## config.mk

```make
export PLATFORM = sky130hd
export DESIGN_NAME = hazard_fwd_unit
export DESIGN_NICKNAME = d
export VERILOG_FILES = /design/src/rtl/hazard_pkg.sv /design/src/rtl/fwd_mux.sv /design/src/rtl/hazard_fwd_unit.sv
export SDC_FILE = /design/constraint.sdc
export NUM_CORES = 1
export LEC_CHECK = 0
export ABC_AREA = 1
export BUFFER_PORTS_ARGS = -buffer_cell sky130_fd_sc_hd__buf_2
export CORE_MARGIN = 8
export CORE_UTILIZATION = 45
export DETAILED_ROUTE_END_ITERATION = 7
export PLACE_DENSITY = 0.81
export SLEW_MARGIN = 20
export SYNTH_ARGS = -nofsm -noshare
export SYNTH_HDL_FRONTEND = slang
export SYNTH_SLANG_ARGS = --single-unit
```

## constraint.sdc

```tcl
create_clock -name clk -period 3.8 [get_ports clk]
set_input_delay 0.57 -clock clk [delete_from_list [all_inputs] [get_ports clk]]
set_output_delay 0.57 -clock clk [all_outputs]
set_load 0.02 [all_outputs]
```

## src/rtl/hazard_pkg.sv

```systemverilog
// Shared types and constants for the hazard/forwarding controller.
package hazard_pkg;

    typedef enum logic [1:0] {
        RUN       = 2'd0,
        LU_BUBBLE = 2'd1,
        MEM_WAIT  = 2'd2,
        FLUSH     = 2'd3
    } state_t;

    localparam logic [31:0] NOP_INSTR = 32'h0000_0013;  // addi x0, x0, 0
    localparam int unsigned REG_ZERO  = 0;

endpackage

```

## src/rtl/fwd_mux.sv

```systemverilog
// Per-operand forwarding selector: the youngest qualified producer wins,
// a load sitting in stage 0 is never a forwarding source.
module fwd_mux
    import hazard_pkg::*;
#(
    parameter int DATA_WIDTH = 32,
    parameter int REG_ADDR   = 5,
    parameter int FWD_STAGES = 2
) (
    input  logic [REG_ADDR-1:0]            rs,
    input  logic                           use_rs,
    input  logic [DATA_WIDTH-1:0]          op,
    input  logic [FWD_STAGES-1:0]          stg_valid,
    input  logic [FWD_STAGES-1:0]          stg_reg_write,
    input  logic                           load0,
    input  logic [FWD_STAGES*REG_ADDR-1:0] stg_rd,
    input  logic [FWD_STAGES*DATA_WIDTH-1:0] stg_data,
    output logic [DATA_WIDTH-1:0]          result
);

    // Walk oldest to youngest so a younger match overrides an older one.
    always_comb begin
        // NOTE: assigning a default before any conditional keeps this purely
        // combinational; a path that leaves result unassigned would infer a latch.
        result = op;
        for (int i = FWD_STAGES - 1; i >= 0; i--) begin
            if (use_rs && stg_valid[i] && stg_reg_write[i]
                && (stg_rd[i*REG_ADDR +: REG_ADDR] == rs)
                && (rs != REG_ADDR'(REG_ZERO))
                && !((i == 0) && load0)) begin
                result = stg_data[i*DATA_WIDTH +: DATA_WIDTH];
            end
        end
    end

endmodule

```

## src/rtl/hazard_fwd_unit.sv

```systemverilog
// Hazard, forwarding and stall/flush controller for the RV32I pipeline:
// operand forwarding, load-use bubbles, memory-wait stalls and redirect flushes.
module hazard_fwd_unit
    import hazard_pkg::*;
#(
    parameter int DATA_WIDTH   = 32,
    parameter int REG_ADDR     = 5,
    parameter int FWD_STAGES   = 2,
    parameter int FLUSH_CYCLES = 2,
    parameter int CNT_WIDTH    = 16
) (
    input  logic                             clk,
    input  logic                             rst,
    input  logic [REG_ADDR-1:0]              ex_rs1,
    input  logic [REG_ADDR-1:0]              ex_rs2,
    input  logic                             ex_use_rs1,
    input  logic                             ex_use_rs2,
    input  logic [DATA_WIDTH-1:0]            ex_op_a,
    input  logic [DATA_WIDTH-1:0]            ex_op_b,
    input  logic [FWD_STAGES-1:0]            stg_valid,
    input  logic [FWD_STAGES-1:0]            stg_reg_write,
    input  logic [FWD_STAGES-1:0]            stg_is_load,
    input  logic [FWD_STAGES*REG_ADDR-1:0]   stg_rd,
    input  logic [FWD_STAGES*DATA_WIDTH-1:0] stg_data,
    input  logic                             mem_load_req,
    input  logic                             dm_valid,
    input  logic                             redirect,
    output logic [DATA_WIDTH-1:0]            alu_a,
    output logic [DATA_WIDTH-1:0]            alu_b,
    output logic                             stall_fd,
    output logic                             bubble_ex,
    output logic                             stall_all,
    output logic                             flush_fd,
    output logic [CNT_WIDTH-1:0]             stall_cnt,
    output logic [CNT_WIDTH-1:0]             flush_cnt
);

    localparam logic [2:0] FLUSH_LOAD = 3'(FLUSH_CYCLES - 1);

    state_t        state, next_state;
    logic          pending, pending_next;
    logic [2:0]    flush_ctr, flush_ctr_next;
    logic          flush_accept;
    logic          lu_hazard;
    logic          mem_wait_start;
    logic [REG_ADDR-1:0] rd0;
    logic          unused_load_bits;

    fwd_mux #(
        .DATA_WIDTH (DATA_WIDTH),
        .REG_ADDR   (REG_ADDR),
        .FWD_STAGES (FWD_STAGES)
    ) u_fwd_a (
        .rs            (ex_rs1),
        .use_rs        (ex_use_rs1),
        .op            (ex_op_a),
        .stg_valid     (stg_valid),
        .stg_reg_write (stg_reg_write),
        .load0         (stg_is_load[0]),
        .stg_rd        (stg_rd),
        .stg_data      (stg_data),
        .result        (alu_a)
    );

    fwd_mux #(
        .DATA_WIDTH (DATA_WIDTH),
        .REG_ADDR   (REG_ADDR),
        .FWD_STAGES (FWD_STAGES)
    ) u_fwd_b (
        .rs            (ex_rs2),
        .use_rs        (ex_use_rs2),
        .op            (ex_op_b),
        .stg_valid     (stg_valid),
        .stg_reg_write (stg_reg_write),
        .load0         (stg_is_load[0]),
        .stg_rd        (stg_rd),
        .stg_data      (stg_data),
        .result        (alu_b)
    );

    // Only the youngest stage's load flag creates a load-use hazard.
    assign unused_load_bits = ^stg_is_load;

    assign rd0            = stg_rd[REG_ADDR-1:0];
    assign mem_wait_start = mem_load_req && !dm_valid;
    assign lu_hazard      = stg_valid[0] && stg_reg_write[0] && stg_is_load[0]
                            && (rd0 != REG_ADDR'(REG_ZERO))
                            && ((ex_use_rs1 && (rd0 == ex_rs1))
                             || (ex_use_rs2 && (rd0 == ex_rs2)));

    always_comb begin
        next_state     = state;
        pending_next   = pending;
        flush_ctr_next = flush_ctr;
        flush_accept   = 1'b0;
        stall_fd       = 1'b0;
        bubble_ex      = 1'b0;
        stall_all      = 1'b0;
        flush_fd       = 1'b0;

        unique case (state)
            RUN, LU_BUBBLE: begin
                // LU_BUBBLE still honours memory waits and redirects; only the
                // load-use check is skipped since stage 0 now holds the bubble.
                if (mem_wait_start) begin
                    stall_all    = 1'b1;
                    stall_fd     = 1'b1;
                    pending_next = redirect;
                    next_state   = MEM_WAIT;
                end else if (redirect) begin
                    flush_accept   = 1'b1;
                    flush_ctr_next = FLUSH_LOAD;
                    next_state     = FLUSH;
                end else if ((state == RUN) && lu_hazard) begin
                    stall_fd   = 1'b1;
                    bubble_ex  = 1'b1;
                    next_state = LU_BUBBLE;
                end else begin
                    next_state = RUN;
                end
            end

            MEM_WAIT: begin
                if (!dm_valid) begin
                    stall_all = 1'b1;
                    stall_fd  = 1'b1;
                    if (redirect) begin
                        pending_next = 1'b1;
                    end
                end else begin
                    pending_next = 1'b0;
                    if (pending || redirect) begin
                        flush_accept   = 1'b1;
                        flush_ctr_next = FLUSH_LOAD;
                        next_state     = FLUSH;
                    end else begin
                        next_state = RUN;
                    end
                end
            end

            FLUSH: begin
                flush_fd  = 1'b1;
                // A memory stall during the flush freezes the flush count too.
                stall_all = mem_wait_start;
                stall_fd  = mem_wait_start;
                if (redirect) begin
                    flush_accept   = 1'b1;
                    flush_ctr_next = FLUSH_LOAD;
                end else if (mem_wait_start) begin
                    flush_ctr_next = flush_ctr;
                end else if (flush_ctr == 3'd0) begin
                    next_state = RUN;
                end else begin
                    flush_ctr_next = flush_ctr - 3'd1;
                end
            end

            default: next_state = RUN;
        endcase
    end

    always_ff @(posedge clk or posedge rst) begin
        if (rst) begin
            state     <= RUN;
            pending   <= 1'b0;
            flush_ctr <= 3'd0;
        end else begin
            // NOTE: non-blocking assignments so every register samples the
            // pre-edge values regardless of statement order.
            state     <= next_state;
            pending   <= pending_next;
            flush_ctr <= flush_ctr_next;
        end
    end

    always_ff @(posedge clk or posedge rst) begin
        if (rst) begin
            stall_cnt <= '0;
            flush_cnt <= '0;
        end else begin
            if ((stall_fd || stall_all) && (stall_cnt != '1)) begin
                stall_cnt <= stall_cnt + 1'b1;
            end
            if (flush_accept && (flush_cnt != '1)) begin
                flush_cnt <= flush_cnt + 1'b1;
            end
        end
    end

endmodule

```

# Word level (Yosys, flattened, before mapping)
# Cells that the tools add are included.
[classes]
reduce_logical = 43
muxes = 40
n_eq_ne = 20
n_addsub = 3
[op_table]
columns = ["operator", "n"]
rows = [
  ["32-bit two-way mux", 4],
  ["16-bit by 1-bit adder with 16-bit output, second input constant", 2],
  ["16-bit inequality test, second input constant", 2],
  ["1-bit logical AND", 28],
  ["3-bit two-way mux", 7],
  ["5-bit == test", 4],
  ["1-bit two-way mux", 16],
  ["2-bit inequality test, second input constant", 8],
  ["5-bit nonzero test", 3],
  ["2-bit two-way mux", 7],
  ["3-bit inequality test, second input constant", 3],
  ["1-bit one-hot mux with 3 select lines", 3],
  ["3-bit one-hot mux with 3 select lines", 1],
  ["2-bit one-hot mux with 3 select lines", 1],
  ["6-bit AND reduction", 1],
  ["2-bit == test, second input constant", 2],
  ["4-bit AND reduction", 1],
  ["3-bit logical NOT", 1],
  ["1-bit logical OR", 3],
  ["3-bit AND reduction", 1],
  ["3-bit by 1-bit subtractor with 3-bit output, second input constant", 1],
  ["2-bit by 1-bit == test with 1-bit output, second input constant", 1],
  ["1-bit logical NOT", 2],
  ["2-bit logical NOT", 1],
  ["3 further kinds", 3],
]
[word_totals]
ff_bits = 38
output_inout_bits = 100
inputBits = 161
word_cells = 111

# Logic depth before layout (Yosys ltp)
[logic_depth]
word_depth = 11
ltp_mapped = 12
depth_no_buf = 11

# By module
# A second synthesis with hierarchy kept.
[unflattened]
hier_cells = 934
hier_area_um2 = 5201.2
[by_module_without_submodules]
columns = ["mod", "n_inst", "area_per_inst_um2", "seq_area_each_um2", "cells_each"]
rows = [
  ["fwd_mux", 2, 1318.8, 0.0, 283],
  ["hazard_fwd_unit", 1, 2563.7, 950.9, 368],
]

# Worst setup path after synthesis
# OpenSTA, ideal clock, no wires.
[synth_timing]
path_kind = "in2out"
startpoint = "input port ex_rs2[1]"
endpoint = "output port alu_b[0]"
path_slack_ns = 1.542
n_path_buf = 1
t_required_ns = 3.230
arrival_ns = 1.688
path_stages = 8
cell_sequence = "inv_1 -> or2_2 -> nand4_1 -> nor2_1 -> nand2_4 -> buf_2 -> nor2_1 -> o21ai_1"
[synth_between]
elab_chain_cells = 5
elab_cells_between_ends = 10
cone_classes = "eq/ne (2); mux (2); reduce/logical (6)"
[synth_rtl]
columns = ["item", "line", "text"]
rows = [
  ["start: declaration", "hazard_fwd_unit.sv:15", "input logic [REG_ADDR-1:0] ex_rs2,"],
  ["5-bit == test", "fwd_mux.sv:28", "&& (stg_rd[i*REG_ADDR +: REG_ADDR] == rs)"],
  ["1-bit logical AND", "fwd_mux.sv:28", ""],
  ["1-bit logical AND", "fwd_mux.sv:29", "&& (rs != REG_ADDR'(REG_ZERO))"],
  ["32-bit two-way mux or 1-bit logical AND (tied branches)", "fwd_mux.sv:27, fwd_mux.sv:30", ""],
  ["32-bit two-way mux (*)", "fwd_mux.sv:27", "if (use_rs && stg_valid[i] && stg_reg_write[i]"],
  ["end: declaration", "hazard_fwd_unit.sv:29", "output logic [DATA_WIDTH-1:0] alu_b,"],
]
# Mark *: on every way between the ends. The rest lies on a longest branch, timed or not.

# Worst setup path after layout
[layout_timing]
startpoint = "input port ex_rs2[1]"
endpoint = "output port alu_b[31]"
# The elaborated chain is that of the path after synthesis.

==> PnR_summary.wiki <==
{| class="wikitable"
! Metric !! Value
|-
| Critical path arrival || about 2.4 ns
|-
| Warning count from the yosys run || 0
|-
| Initial Utilization || between 40% and 50%
|-
| Number of max-slew violations in the final report || 0
|-
| Distinct cell type count of the synthesized netlist || 33
|-
| Avg Inst Size Synth || between 5 and 6 um2
|-
| Status || complete, no violations
|-
| Path type of the worst min-delay path || input pin to asynchronous set/reset pin
|-
| Filler cell count || 1084
|-
| Final hold viol count || 0
|-
| Vert. Die Dim || between 100 and 150 um
|-
| Routed met1 length || between 7000 and 8000 um
|-
| Critical Path Start || ex_rs2[1]
|-
| Cell-by-cell trace of the critical path || buf_2 > inv_1 > nand2_1 > nor4_4 > inv_2 > nand2_1 > inv_2 > nand2_4 > nand2_1 > o21ai_1 > buf_2
|-
| Critical path depth || 11
|-
| Number of buffers inserted by post-CTS setup repair || 0
|-
| Clock slew at reported path FFs || approximately 0.07 ns
|-
| Number of global-route vias before repair || between 5k and 6k
|-
| Flop and latch count out of synthesis || 38
|-
| Clock Path Buffers || 2
|-
| DRC viols || 0
|-
| Critical path fanouts, max || 32
|-
| Buffering stage count on the worst path with inverters included || 5
|-
| Highest attainable clock frequency || approximately 0.34 GHz
|-
| Hold Slack || roughly 0.37 ns
|-
| Combined area of the multi-input logic cells || about 3200 um2
|-
| Destination of the worst register-to-register timing path || flush_cnt[2]
|-
| Total standard cell area after synthesis || 4700 um2
|-
| Root buffer cell || clkbuf_8
|-
| Setup repair after global routing missed its margin || no
|-
| Layout area overhead || 29.9%
|-
| First-pass GRT wire length || ~29000 um
|-
| Critical path endpoint category || output port
|-
| Wirelength per Cell || ~15 um
|-
| Clock period minus final worst setup slack || 2.98 ns
|-
| Max-slew headroom || a little under three fifths
|-
| Post-DRT Antenna Nets || 0
|-
| H-tree depth reported by CTS || 2
|-
| R2R setup slack || around 1.9 ns
|-
| Die Area || about 14000 um2
|-
| Final critical-path share of the clock period || 78.3%
|-
| CTS tree || done
|-
| Critical path required time || around 3.2 ns
|-
| Critical path's largest stage delay || 0.41 ns
|-
| DR vias/cell || 5.06
|-
| Total Wirelength || 17800 um
|-
| Via count || roughly 6.1k
|-
| Clock latency at the later pin of the worst-skew pair || ~0.3 ns
|-
| Std-Cell Rows || 37
|-
| Count of hold-fix buffers inserted at cts || 0
|-
| Detailed Place HPWL || around 14000 um
|-
| Die X || 118 um
|-
| Pin count of the biggest net entering global routing || 64
|-
| Cell family with the largest share of critical-path delay || simple AND/OR/NAND/NOR gates
|-
| Post-Synthesis Net Count || between 900 and 1k
|-
| Total routing resource utilization after global routing || between 20 and 25%
|-
| Total setup violations reported at the end of the flow || 0
|-
| Fraction of the yosys area taken by sequential cells || around a fifth
|-
| Total overflow reported by the global router || 0
|-
| Setup_tns || 0 ns
|-
| Routed length on met3 || around 1500 um
|-
| Measured slew at the worst slew-check pin || about 0.67 ns
|-
| Number of buffers created by CTS || 5
|-
| Count of flip-flops with a built-in enable after synthesis || 0
|-
| Worst R2R Path Depth || 8
|-
| Highest layer used for signal routing || met4
|-
| Clk sinks || 38
|-
| Antenna violations before repair || 3
|-
| Crit-path slowest cell || nand2_4
|-
| Total power density per cell area || approximately 300 nW/um2
|-
| Crit path launch type || input pin
|-
| Category of the critical setup timing path || input pin to output port
|-
| Cell count after placement || between 1k and 1.5k
|-
| Cell mode on critical path || nand2_1
|-
| Iteration count of the initial detailed-routing pass || 5
|-
| Post-route non-filler standard cell count || roughly 1.2k
|-
| Setup clock skew after layout || 0.00392 ns
|-
| FFs w/ async S/R, synth || 100%
|-
| Reg2reg start || flush_cnt[0]
|-
| Register Area || 951 um2
|-
| Last weighted congestion value of the routability-driven placer || a little over 0.9
|-
| Share of layout cells above drive strength 1 || roughly 30%
|-
| NumNets Final || between 1k and 1.5k
|-
| Predominant post-synthesis flop cell || dfrtp_1
|-
| Number of instances resized during post-cts repair || 0
|-
| Max-capacitance violation count || 0
|-
| Gate Count Post-Synth || approximately 830
|-
| Boundary pin count || roughly 260
|-
| Last element of the critical path || alu_b[31]
|-
| Number of buffer cells added on primary ports || around 260
|-
| Met2 Wirelength || approximately 8700 um
|-
| Leakage power of the design || approximately 3.7 nW
|-
| DRC marker count from the first detailed-route iteration || ~600
|-
| Max rail drop VDD || 420 uV
|-
| Placeable core region || ~10000 um2
|}
how the worst min path moves through the flow:
stage                 startpoint            end  slack [ns]  depth (start not counted)
finish                       rst   flush_ctr[0]        0.37                          3
global route                 rst   stall_cnt[2]        0.43                          3
CTS                          rst  flush_cnt[12]        0.38                          3
detailed placement  flush_ctr[1]   flush_ctr[1]        0.48                          2
global placement    flush_ctr[1]   flush_ctr[1]        0.47                          2
floorplan           flush_ctr[1]   flush_ctr[1]        0.45                          2
state kept, by name, indices dropped and copies added (netlist names):
name and cells:
pending 1, stall_cnt 16, flush_cnt 16, state 2, flush_ctr 3
metrics by stage:
| step | cell area, um2 | setup WS, ns | util, % | power [mW] |
|---|---|---|---|---|
| final | 6100 | 0.825 | 59.7 | 1.84 |
| after global routing | 6100 | 0.583 | 59.6 | 1.98 |
| after CTS | 6090 | 0.793 | 59.6 | 1.85 |
| after detailed placement | 6020 | 0.789 | 58.8 | 1.58 |
| after global placement | 6020 | 0.803 | 58.8 | 1.56 |
| after floorplan | 4700 | 1.54 | - | 1.27 |
cells in the mapped netlist, types with 3 or more instances:
master | n | area, um2
nand4_1 | 6 | 37.5
buf_6 | 7 | 78.8
dfrtp_1 | 38 | 951
o21ai_1 | 36 | 180
nand2_4 | 4 | 45.0
nand3_2 | 3 | 30.0
buf_2 | 23 | 115
nor3_2 | 3 | 30.0
nor2_1 | 70 | 263
clkbuf_1 | 7 | 26.3
nand2_2 | 15 | 93.8
nor3_1 | 13 | 65.1
o21ai_0 | 10 | 50.1
ha_1 | 4 | 50.1
xnor2_1 | 14 | 123
inv_2 | 11 | 41.3
nand3_1 | 136 | 681
nand2_1 | 318 | 1190
xor2_1 | 20 | 175
buf_4 | 3 | 22.5
inv_1 | 72 | 270
nor2_2 | 4 | 25.0
placed cells by master (no fill, tap or decap):
cell,netlist,layout
nand3_2,3,3
xor2_1,20,20
nor2_1,70,70
or2_1,1,1
a21oi_1,1,1
buf_4,3,10
dfrtp_1,38,38
nor3_2,3,3
buf_12,0,1
nor3_4,1,1
nor4_4,1,1
inv_2,11,11
diode_2,0,4
nor3_1,13,13
nand2_2,15,15
ha_1,4,4
xnor2_1,14,14
nand4_4,1,1
nand2_1,318,318
clkbuf_1,7,2
and3_1,2,2
nand3_1,136,136
o21ai_0,10,10
nand2_4,4,4
or2_2,1,1
inv_1,72,72
o22ai_2,1,1
nor2_2,4,4
clkbuf_8,0,5
nand4_1,6,6
buf_2,23,259
nor2_4,2,2
o31ai_1,2,2
nor4_1,2,2
o21ai_1,36,36
final cells by class:
type,instances,share of cell area (%)
multi-input cells,671,52.3
repair buffers,270,22.8
flip-flops and latches,38,15.6
inverters,83,5.10
well taps,136,2.79
clock buffers,7,1.25
diodes,4,0.164
logic make-up after synthesis:
kind of cell | after synthesis | synth area share [%]
xor+xnor | 34 | 6.34
compound gates | 50 | 5.59
simple gates | 583 | 55.0
buf+inv | 123 | 11.8
flops | 38 | 20.2
fa+ha+maj | 4 | 1.07
routing by layer:
layer  up-vias  global-route usage, %
met2       284                   43.9
li1       3103                      -
met1      2697                   27.9
met4         0                   8.25
met5         -                      0
met3        32                   5.95
worst register-to-register path: stages (launching register included):
cell and delay, ns:
dfrtp_1 0.41, ha_1 0.21, nand3_1 0.15, nor3_2 0.21, nand3_1 0.15, nand2_2 0.28, inv_2 0.19, nand2_1 0.11
xor2_1 0.13
power breakdown:
group	internal, mW	total [mW]	switching [mW]
logic	0.337	0.964	0.628
clock network	0.126	0.266	0.140
registers	0.500	0.614	0.114
Note: power is estimated with default switching activity, not from simulation.
